<file path="config.mk">
export PLATFORM = sky130hd
export DESIGN_NAME = instruction_loader
export DESIGN_NICKNAME = d
export VERILOG_FILES = /design/src/rtl/loader_pkg.sv /design/src/rtl/word_assembler.sv /design/src/rtl/instruction_loader.sv
export SDC_FILE = /design/constraint.sdc
export NUM_CORES = 1
export LEC_CHECK = 0
export ABC_AREA = 0
export CORE_ASPECT_RATIO = 1.2
export CORE_MARGIN = 2
export CORE_UTILIZATION = 57
export DETAILED_ROUTE_END_ITERATION = 8
export PLACE_DENSITY = 0.91
export SYNTH_ARGS = -nofsm -noshare
export SYNTH_HDL_FRONTEND = slang
export SYNTH_HIERARCHICAL = 1
export SYNTH_SLANG_ARGS = --single-unit
</file>
<file path="constraint.sdc">
create_clock -name clk -period 3.2 [get_ports clk]
set_input_delay 0.32 -clock clk [delete_from_list [all_inputs] [get_ports clk]]
set_output_delay 0.32 -clock clk [all_outputs]
set_load 0.02 [all_outputs]
</file>
<file path="src/rtl/loader_pkg.sv">
// Shared types and constants for the instruction loader.
package loader_pkg;

  typedef enum logic [1:0] {
    IDLE,
    LOAD,
    CHECK,
    DONE
  } loader_state_t;

  localparam int BYTES_PER_WORD = 4;

endpackage

</file>
<file path="src/rtl/word_assembler.sv">
// Packs a byte stream into big-endian 32-bit words. The completed word is
// presented combinationally in the cycle its last byte is accepted, so the
// caller can register it into the memory port with no extra latency.
module word_assembler
  import loader_pkg::*;
(
  input  logic        clk,
  input  logic        clear,
  input  logic        accept,
  input  logic [7:0]  in_byte,
  output logic        word_valid,
  output logic [31:0] word
);

  logic [1:0]  byte_cnt;
  logic [23:0] shift_q;

  assign word_valid = accept && (byte_cnt == 2'(BYTES_PER_WORD - 1));
  assign word       = {shift_q, in_byte};

  // Byte counter wraps after the fourth byte, ready for the next word.
  always_ff @(posedge clk) begin
    if (clear) begin
      byte_cnt <= '0;
      shift_q  <= '0;
    end else if (accept) begin
      byte_cnt <= byte_cnt + 2'd1;
      shift_q  <= {shift_q[15:0], in_byte};
    end
  end

endmodule

</file>
<file path="src/rtl/instruction_loader.sv">
// Instruction memory loader: byte stream in, consecutive word writes out.
// Build option: define LOADER_CHECKSUM_EN to expect a 4-byte trailer holding
// the 32-bit sum of the payload words; a mismatch raises a sticky error.
//
// state | meaning
// IDLE  | waiting for start, no bytes accepted
// LOAD  | accepting payload bytes, one write per 4 bytes
// CHECK | accepting the checksum trailer word
// DONE  | load finished, done pulses in the following cycle
module instruction_loader
  import loader_pkg::*;
#(
  parameter int ADDR_W = 10
) (
  input  logic              clk,
  input  logic              reset,
  input  logic              start,
  input  logic [ADDR_W-1:0] base_addr,
  input  logic [ADDR_W:0]   word_count,
  input  logic              in_valid,
  input  logic [7:0]        in_byte,
  output logic              in_ready,
  output logic              mem_we,
  output logic [ADDR_W-1:0] mem_addr,
  output logic [31:0]       mem_wdata,
  output logic              busy,
  output logic              done,
  output logic              error
);

  localparam logic [ADDR_W:0] ONE = {{ADDR_W{1'b0}}, 1'b1};

`ifdef LOADER_CHECKSUM_EN
  localparam loader_state_t AFTER_LOAD = CHECK;
`else
  localparam loader_state_t AFTER_LOAD = DONE;
`endif

  loader_state_t     state, state_nxt;
  logic [ADDR_W-1:0] base_q;
  logic [ADDR_W:0]   count_q;
  logic [ADDR_W:0]   index_q;
  logic              accept;
  logic              start_ok;
  logic              last_word;
  logic              word_valid;
  logic [31:0]       word;

  assign accept    = in_valid && in_ready;
  assign start_ok  = (state == IDLE) && start;
  assign last_word = ((index_q + ONE) == count_q);

  word_assembler u_asm (
    .clk        (clk),
    .clear      (reset || start_ok),
    .accept     (accept),
    .in_byte    (in_byte),
    .word_valid (word_valid),
    .word       (word)
  );

  // State register.
  always_ff @(posedge clk) begin
    if (reset) state <= IDLE;
    else       state <= state_nxt;
  end

  // Next-state decode.
  always_comb begin
    state_nxt = state;
    unique case (state)
      IDLE:    if (start) state_nxt = (word_count == '0) ? DONE : LOAD;
      LOAD:    if (word_valid && last_word) state_nxt = AFTER_LOAD;
      CHECK:   if (word_valid) state_nxt = DONE;
      DONE:    state_nxt = IDLE;
      default: state_nxt = IDLE;
    endcase
  end

  // Registered status outputs; done trails the DONE state by one cycle.
  always_ff @(posedge clk) begin
    if (reset) begin
      in_ready <= 1'b0;
      busy     <= 1'b0;
      done     <= 1'b0;
    end else begin
      in_ready <= (state_nxt == LOAD) || (state_nxt == CHECK);
      busy     <= (state_nxt == LOAD) || (state_nxt == CHECK);
      done     <= (state == DONE);
    end
  end

  // Load parameters, word index and the memory write port.
  always_ff @(posedge clk) begin
    if (reset) begin
      base_q    <= '0;
      count_q   <= '0;
      index_q   <= '0;
      mem_we    <= 1'b0;
      mem_addr  <= '0;
      mem_wdata <= '0;
    end else begin
      mem_we <= 1'b0;
      if (start_ok) begin
        base_q  <= base_addr;
        count_q <= word_count;
        index_q <= '0;
      end else if ((state == LOAD) && word_valid) begin
        mem_we    <= 1'b1;
        mem_addr  <= base_q + index_q[ADDR_W-1:0];
        mem_wdata <= word;
        index_q   <= index_q + ONE;
      end
    end
  end

`ifdef LOADER_CHECKSUM_EN
  logic [31:0] csum_q;
  logic        error_q;

  // Running payload sum and trailer comparison; error sticks until next start.
  always_ff @(posedge clk) begin
    if (reset || start_ok) begin
      csum_q  <= '0;
      error_q <= 1'b0;
    end else if ((state == LOAD) && word_valid) begin
      csum_q <= csum_q + word;
    end else if ((state == CHECK) && word_valid && (word != csum_q)) begin
      error_q <= 1'b1;
    end
  end

  assign error = error_q;
`else
  assign error = 1'b0;
`endif

endmodule
</file>
==> results.md, run 1 <==
- The transition at the pin with the smallest max-transition slack is approximately 750 ps.
- The initial utilization of the core area, before any placement, comes to around 59%.
- The detailed router placed ~3900 vias in this run.
- The number of diodes is 0.
- Summed over all failing endpoints, the final setup total negative slack is 0 ps.
- The detailed-route DRC error count is 0.
- The most instantiated library cell after synthesis is nand2_1.
- The largest driver fanout on the critical path is 5.
- The multi-input combinational cells in the finished layout cover a total of about 0.0022 mm2.
- In the post-synthesis netlist, the biggest area contributors are dfxtp_1 (46%), nand2_1 (11%), a21oi_1 (7.8%).
- The H-tree depth is 3.
- The CTS tree is yes.
- Dividing total power by cell area gives a power density of around 430 mW/mm2.
- The placed wire-length estimate is about 7.3 mm.
- The endpoint kind of the worst setup timing path is a flip-flop.
- The initial antenna violation count is 0.
- The net count reported at finish is 645.
- The global placement routability congestion is slightly below 0.9.
- The clock transition time at the flip-flop clock pins of the worst setup and hold paths is approximately 100 ps.
- After floorplanning, the core was divided into 35 placement rows.
- Data arrives at the worst endpoint at 2710 ps.
- The post-cts sizing count is 0.
- The fraction of met1 tracks used by global routing is roughly 29%.
- The full die area is 0.00882 mm2.
- The number of hold-slack violations in the final timing report is 0.
- The first global-routing pass estimated 17.7 mm of wire.
- The portion of the post-synthesis area used by sequential elements is 45.6%.
- The worst pin sits at a relative slew slack of slightly below 50%.
- The fraction of final layout cells with drive strength greater than 1 is under 10%.
- The total congestion overflow is 0.
- The via count of the first global-routing pass is roughly 3900.
- Counting the buffers created by CTS gives 9.
- The setup clock skew after layout is roughly 8.5 ps.
- In the global route stage, overall resource usage came out at about a quarter.
- The data required time of the critical path is 3530 ps.
- The cell area after synthesis is roughly 0.0046 mm2.
- The tightest min-delay check is of the input port to flip-flop type.
- The worst-case IR drop observed on VDD is around 0.3 mV.
- The fill cell instance count of the final layout is 576.
- The flip-flop cell with the highest count after synthesis is dfxtp_1.
- The final-report max-slew violation count is 0.
- The number of synthesized register bits is 105.
- Sorting the synthesized cells by how often they occur yields nand2_1 (129), dfxtp_1 (105), a21oi_1 (72).
- The horizontal extent of the die is between 80 and 90 um.
- After layout, the minimum clock period comes to between 2000 and 2500 ps.
- The share of synthesized area in the top cell type comes to 45.6%.
- The die is between 100 and 150 um tall.
- In this run, the number of DRC markers left after iteration 0 of detailed routing was approximately 330.
- The standby leakage power is 1.95 nW.
- Of all flip-flops after synthesis, the portion carrying an async set or reset was 0%.
- The met2 demand-to-capacity share in global routing is around 45%.
- The fmax is about 420 MHz.
- The count of nets left with antenna violations once routing finished came out at 0.
- Setup repair after global routing left no endpoint under its margin.
- The layout overhead on the synthesized area is 19.0%.
- For met3 alone, demand over resource in global routing was between 6 and 7%.
- The number of enable flip-flop cells after synthesis is 0.
- The average via count per standard cell is 5.67.
- The netlist uses 49 different library cells.
- Entering global routing, the biggest net connects 55 pins.
- Pin placement for this block handled 80 I/O pins.
- The run finished with clean final reports.
- In this run the most used layer during global routing was met2.
- In this run the most critical hold path is launched from reset.
- The total number of yosys warnings is 6.
- With fillers left out, the area of the finished cells amounts to 0.00548 mm2.
- The sequential cells in the finished layout cover a total of ~0.0021 mm2.
- The number of max-capacitance violations reported is 0.
- The internal reg-to-reg setup slack is just over 800 ps.
- The average size of a mapped cell is around 8.4 um2.
- The maximum clock path buffer count is 2.
- The total placed instance area is 0.00529 mm2.
- The kind of critical path is flip-flop to flip-flop.
- The timing startpoint of the critical path is index_q[0].
- In this run the critical register-to-register path is launched from index_q[0].
- The clock latency of the later-clocked register in the worst-skew pair is 380 ps.
- Setup violations remaining at the end of the flow were counted as 0.
- After clock tree synthesis, the setup repair step added 0 buffers.
- dfxtp_1 takes more of the synthesized area than any other cell.
- In this run the tool buffered the top-level ports with 78 buffer cells.
- The cell at the root of the clock tree is clkbuf_8.
- Before antenna repair, the detailed router went through 5 iterations.
- Wires add up to about 11 mm.
- Counting every sink on the clock net gives around 110.
- The category of the worst setup path launch point is a flip-flop.
- When the netlist entered floorplanning its net count stood at 594.
- Synthesis produced a netlist whose cell count is 549.
- The post-route clock period utilization is about three quarters.
- In the final routed layout, each cell accounts on average for 15.6 um.
- The core region is roughly 0.0078 mm2.
- The hold buffer count at CTS is 0.
-- report_power, final --
group / switching (mW) / internal, mW
Sequential: 0.0197 / 1.33
Combinational: 0.0999 / 0.0868
Clock: 0.492 / 0.302
Total: 0.612 / 1.72
-- flip-flops by register name, indices dropped and copies added (netlist names) --
signal          flops
mem_wdata          32
u_asm/shift_q      24
count_q            11
index_q            11
base_q             10
mem_addr           10
state               2
u_asm/byte_cnt      2
busy                1
done                1
mem_we              1
-- cells by family (layout without fill, tap and decap cells) --
group | after synthesis | count (layout) | share of synthesized area [%]
AOI/OAI and AO/OA | 105 | 105 | 12.7
other | 1 | 1 | 0.0814
buffers and inverters | 53 | 109 | 6.74
xor gates and xnor gates | 27 | 27 | 5.13
DFF | 105 | 105 | 45.6
and+or+nand+nor | 219 | 219 | 20.4
muxes | 27 | 27 | 5.89
adders and majority gates | 12 | 12 | 3.42
-- critical path, stage by stage, from the launching register on --
cell     delay, ps
dfxtp_1        440
ha_1           220
inv_1           60
fa_1           400
nor2b_1        160
o21ai_0        140
a21oi_1        200
o21ai_0        120
a21oi_1        170
nor4b_1        280
a311o_1        160
-- final timing paths --
| path | endpoint | depth (start not counted) |
|---|---|---|
| hold reg to reg | mem_wdata[26] | 2 |
| hold / removal | state[1] | 2 |
| setup reg to reg | mem_addr[8] | 10 |
| setup / recovery | mem_addr[8] | 10 |
-- per-layer routing --
metal | vias up | part of all wire [%] | wire (um)
met2 | 127 | 51 | 5590
met1 | 1872 | 40 | 4380
met4 | 0 | 2.4 | 257
met3 | 26 | 5.8 | 624
li1 | 1924 | - | -
met5 | - | 0 | 0
-- metrics by stage --
| step | total power [mW] | util, % | setup slack, ps | hold slack (ps) | cells |
|---|---|---|---|---|---|
| after floorplan | 1.50 | - | 837 | 401 | 549 |
| after global routing | 2.41 | 70.7 | 679 | 360 | 697 |
| final | 2.33 | 70.7 | 813 | 346 | 697 |
| after CTS | 2.34 | 70.7 | 822 | 335 | 697 |
| after global placement | 1.56 | 68.2 | 811 | 439 | 681 |
| after detailed placement | 1.56 | 68.2 | 738 | 447 | 681 |
-- cell usage in the layout, fill, tap and decap left out, drive strengths merged, types with 2 or more instances in the layout --
cell type	count
or2	3
and3	2
nor2b	2
clkbuf	10
a21o	3
clkinv	4
nor2	47
nor4b	3
nor3	6
xnor2	14
inv	10
nand3	9
mux2i	26
and2	5
or3	3
ha	11
a21oi	72
o211ai	3
clkdlybuf4s50	77
a311o	2
nor4	3
o21ai	11
a31oi	5
xor2	13
buf	8
nand2	130
a211oi	4
dfxtp	105
o31ai	2
-- layout make-up --
| type | instances | area share [%] |
|---|---|---|
| Inverter | 8 | 0.548 |
| Sequential cell | 105 | 38.4 |
| Tap cell | 92 | 2.10 |
| Timing Repair Buffer | 85 | 15.3 |
| Multi-Input combinational cell | 391 | 40.2 |
| Clock buffer | 10 | 2.33 |
| Clock inverter | 6 | 1.14 |
Power figures use the tool's default switching activity.
==> run 2, diff against run 1 <==
--- a/config.mk
+++ b/config.mk
@@ -8,9 +8,9 @@
 export ABC_AREA = 0
 export CORE_ASPECT_RATIO = 1.2
 export CORE_MARGIN = 2
-export CORE_UTILIZATION = 57
+export CORE_UTILIZATION = 48
 export DETAILED_ROUTE_END_ITERATION = 8
-export PLACE_DENSITY = 0.91
+export PLACE_DENSITY = 0.82
 export SYNTH_ARGS = -nofsm -noshare
 export SYNTH_HDL_FRONTEND = slang
 export SYNTH_HIERARCHICAL = 1
==> constraint.sdc (replaced) <==
create_clock -name clk -period 2.14 [get_ports clk]
set_input_delay 0.214 -clock clk [delete_from_list [all_inputs] [get_ports clk]]
set_output_delay 0.214 -clock clk [all_outputs]
set_load 0.02 [all_outputs]
==> run 2 against run 1 <==
Effect of this change:
- utilization shrank 8.0 points
- maximum frequency rose by 13%
- cell area is 7.7% higher
- largest cell class unchanged
- worst setup slack got worse by 780 ps
- global-route usage is 3.3 points lower
- critical path type unchanged
- first-iteration DRC count down 43%
- combinational power grew 57%
- register-to-register slack lost 780 ps
==> results.md, run 2 (synthesis results as in run 1) <==
- The largest driver fanout on the critical path is 4.
- The master of the slowest instance on the critical path is dfxtp_2.
- At the worst endpoint, the required time is ~2400 ps.
- The flow ran to the end, and the final reports show no timing, DRC or antenna violations.
- More flip-flops sit in one register than any other, and that register is mem_wdata.
- In this run the worst hold path is classified as input port to flip-flop.
- The initial antenna violation count came to 0.
- The final-report max-slew violation count was 0.
- Cells with a size suffix above 1 make up 12.8% of the layout.
- By startpoint and endpoint, the worst setup path is classified as flip-flop to flip-flop.
- The clock transition time at the flip-flop clock pins of the worst setup and hold paths is 80 ps.
- Summed over all layers, the global routing overflow is 0.
- For this run, the slowest stage of the critical path takes ~360 ps.
- The routed length per instance is 15.4 um.
- The detailed-route DRC error count is 0.
- The number of buffers added on ports is 78.
- The library cells used most frequently in the layout, excluding fill and tap cells, are nand2_1 (128), dfxtp_1 (100), clkdlybuf4s50_1 (77).
- The number of optimization iterations in the first detailed-route pass is 5.
- The H-tree depth is 3.
- The standby leakage power is ~2.1 nW.
- Data on the critical path arrives at its endpoint at about 2300 ps.
- The number of hold-slack violations in the final timing report came to 0.
- The boundary pin count is 80.
- The largest registers in the layout are mem_wdata (32), u_asm/shift_q (24).
- The critical path goes through buf_4, ha_2, nand3_2, or2_4, o21ai_0, a21oi_1, o22ai_1, a21oi_1, a311o_1.
- The cell at the root of the clock tree is clkbuf_16.
- In the finished design, the share of the clock period the worst path needs comes to between 90% and 100%.
- The full die area is between 0.01 and 0.015 mm2.
- The via count of the first global-routing pass came to a little over 4000.
- The minimum clock period after layout is approximately 2100 ps.
- Between clock sinks in the finished design, the worst skew comes to 10.5 ps.
- TritonCTS built the clock tree.
- The maximum clock path buffer count is 2.
- The floorplan step defined a core boundary enclosing roughly 0.0094 mm2.
- Entering global routing, the biggest net connects about 50 pins.
- The post-detailed-route count of antenna-violating nets is 0.
- The relative slew slack is between 60% and 70%.
- The routed design has 11.5 mm of wire.
- Overall power consumption after layout is estimated at roughly 4.1 mW.
- The fmax is between 400 and 500 MHz.
- Setup violations remaining at the end of the flow were counted as 0.
- 0 antenna diodes ended up in the layout.
- The clock latency of the later-clocked register in the worst-skew pair is 340 ps.
- The detailed router finished its first iteration with 190 violations.
- After legalization and detailed placement, the total HPWL measured approximately 7.5 mm.
- The fill cell instance count of the final layout is about 780.
- The clock sink count is around 110.
- The number of placement rows is 39.
- The number of buffers added by the clock tree synthesis step is 9.
- The total number of vias is ~4000.
- The tool flagged a number of max-cap violations equal to 0.
- The horizontal extent of the die is 93.4 um.
- The die is between 100 and 150 um tall.
- Relative to the synthesized area, the layout overhead comes to 28.1%.
- The endpoint kind of the worst setup timing path is a flip-flop.
- The flip-flop count of the largest register after layout is 32.
- The cell with the most instances on the worst path is a21oi_1.
- The net count reported at finish is roughly 670.
- The worst-case IR drop observed on VDD is between 0.4 and 0.5 mV.
- Leaving out fill and tap cells, the most frequent cell in the layout is nand2_1.
- The global-route wire length before repair is around 19 mm.
- The starting density of the core is between 40% and 50%.
- The category of the worst setup path launch point is a flip-flop.
- The overall track demand over capacity in global routing is between 20% and 30%.
- The average via count per standard cell is ~5.4.
- At the end of routability-driven placement, the weighted congestion stood at between 0.8 and 0.9.
- The transition at the pin with the smallest max-transition slack is 512 ps.
- The hold buffer count at CTS is 0.
- The final cell utilization of the core is approximately 63%.
- For this design the ratio of total power to cell area is 688 mW/mm2.
==> run 2: cell types whose count changed in the layout (fill, tap and decap cells not counted), moves of 3 or more <==
cell	before	now
buf_4	6	26
clkbuf_16	0	9
clkbuf_8	9	0
dfxtp_2	0	4
dfxtp_1	105	100
and2_1	4	1
==> run 2: metal layers <==
metal,global-route usage (%),part of all wire (%)
met2,37.1,51
met5,0,0
met1,25.2,39
met3,5.23,5.4
met4,12.0,3.8
==> run 2: final timing paths <==
check	start	to	slack (ps)	depth (start not counted)
setup / recovery	index_q[0]	busy	30	9
hold / removal	reset	count_q[8]	300	3
setup reg to reg	index_q[0]	busy	30	9
hold reg to reg	u_asm/shift_q[17]	mem_wdata[25]	450	2
==> run 2: what timing repair did <==
action                     CTS  global route
gates resized for setup      8            16
pin swaps                    4             9
setup endpoints to repair    1             5
buffers inserted             9             2
==> run 2: worst max-delay path: cells and delay by family (launching register included) <==
family	cells	cell delay, ps
adder cells (fa/ha/maj)	1	190
buffers and inverters	1	150
AND/OR/NAND/NOR	2	340
AO/OA/AOI/OAI	5	940
flip-flops	1	360
==> run 2: area by class of cell <==
class / count / area, um2 / share of cell area (%)
multi-input cells: 391 / 2290 / 38.8
flip-flops and latches: 105 / 2110 / 35.8
repair buffers: 105 / 991 / 16.8
clock buffers: 9 / 225 / 3.82
well taps: 123 / 154 / 2.61
clock inverters: 7 / 97.6 / 1.65
inverters: 8 / 30.0 / 0.509
==> run 2: where the power goes <==
| part | leakage [nW] | switching [mW] | internal (mW) | total (mW) |
|---|---|---|---|---|
| registers | 0.852 | 0.0319 | 1.99 | 2.02 |
| logic | 1.11 | 0.155 | 0.139 | 0.293 |
| clock network | 0.157 | 0.803 | 0.943 | 1.75 |
| total | 2.12 | 0.990 | 3.07 | 4.06 |
==> run 2: through the flow <==
stage	cell area (um2)	TNS [ps]	hold WS, ps	cells	worst slack (ps)
after global routing	5900	-85.6	325	748	-53.1
final	5900	0	296	748	34.7
after floorplan	4630	-12.4	295	549	-12.4
after detailed placement	5420	-359	450	722	-80.8
after CTS	5830	0	298	747	0.860
after global placement	5420	-27.6	443	722	-27.6
==> run 3, diff against run 2 <==
--- a/config.mk
+++ b/config.mk
@@ -10,6 +10,7 @@
 export CORE_MARGIN = 2
 export CORE_UTILIZATION = 48
 export DETAILED_ROUTE_END_ITERATION = 8
+export GPL_ROUTABILITY_DRIVEN = 1
 export PLACE_DENSITY = 0.82
 export SYNTH_ARGS = -nofsm -noshare
 export SYNTH_HDL_FRONTEND = slang
==> results of run 3 <==
The final DEF is identical to that of run 2; final timing and power are the same.
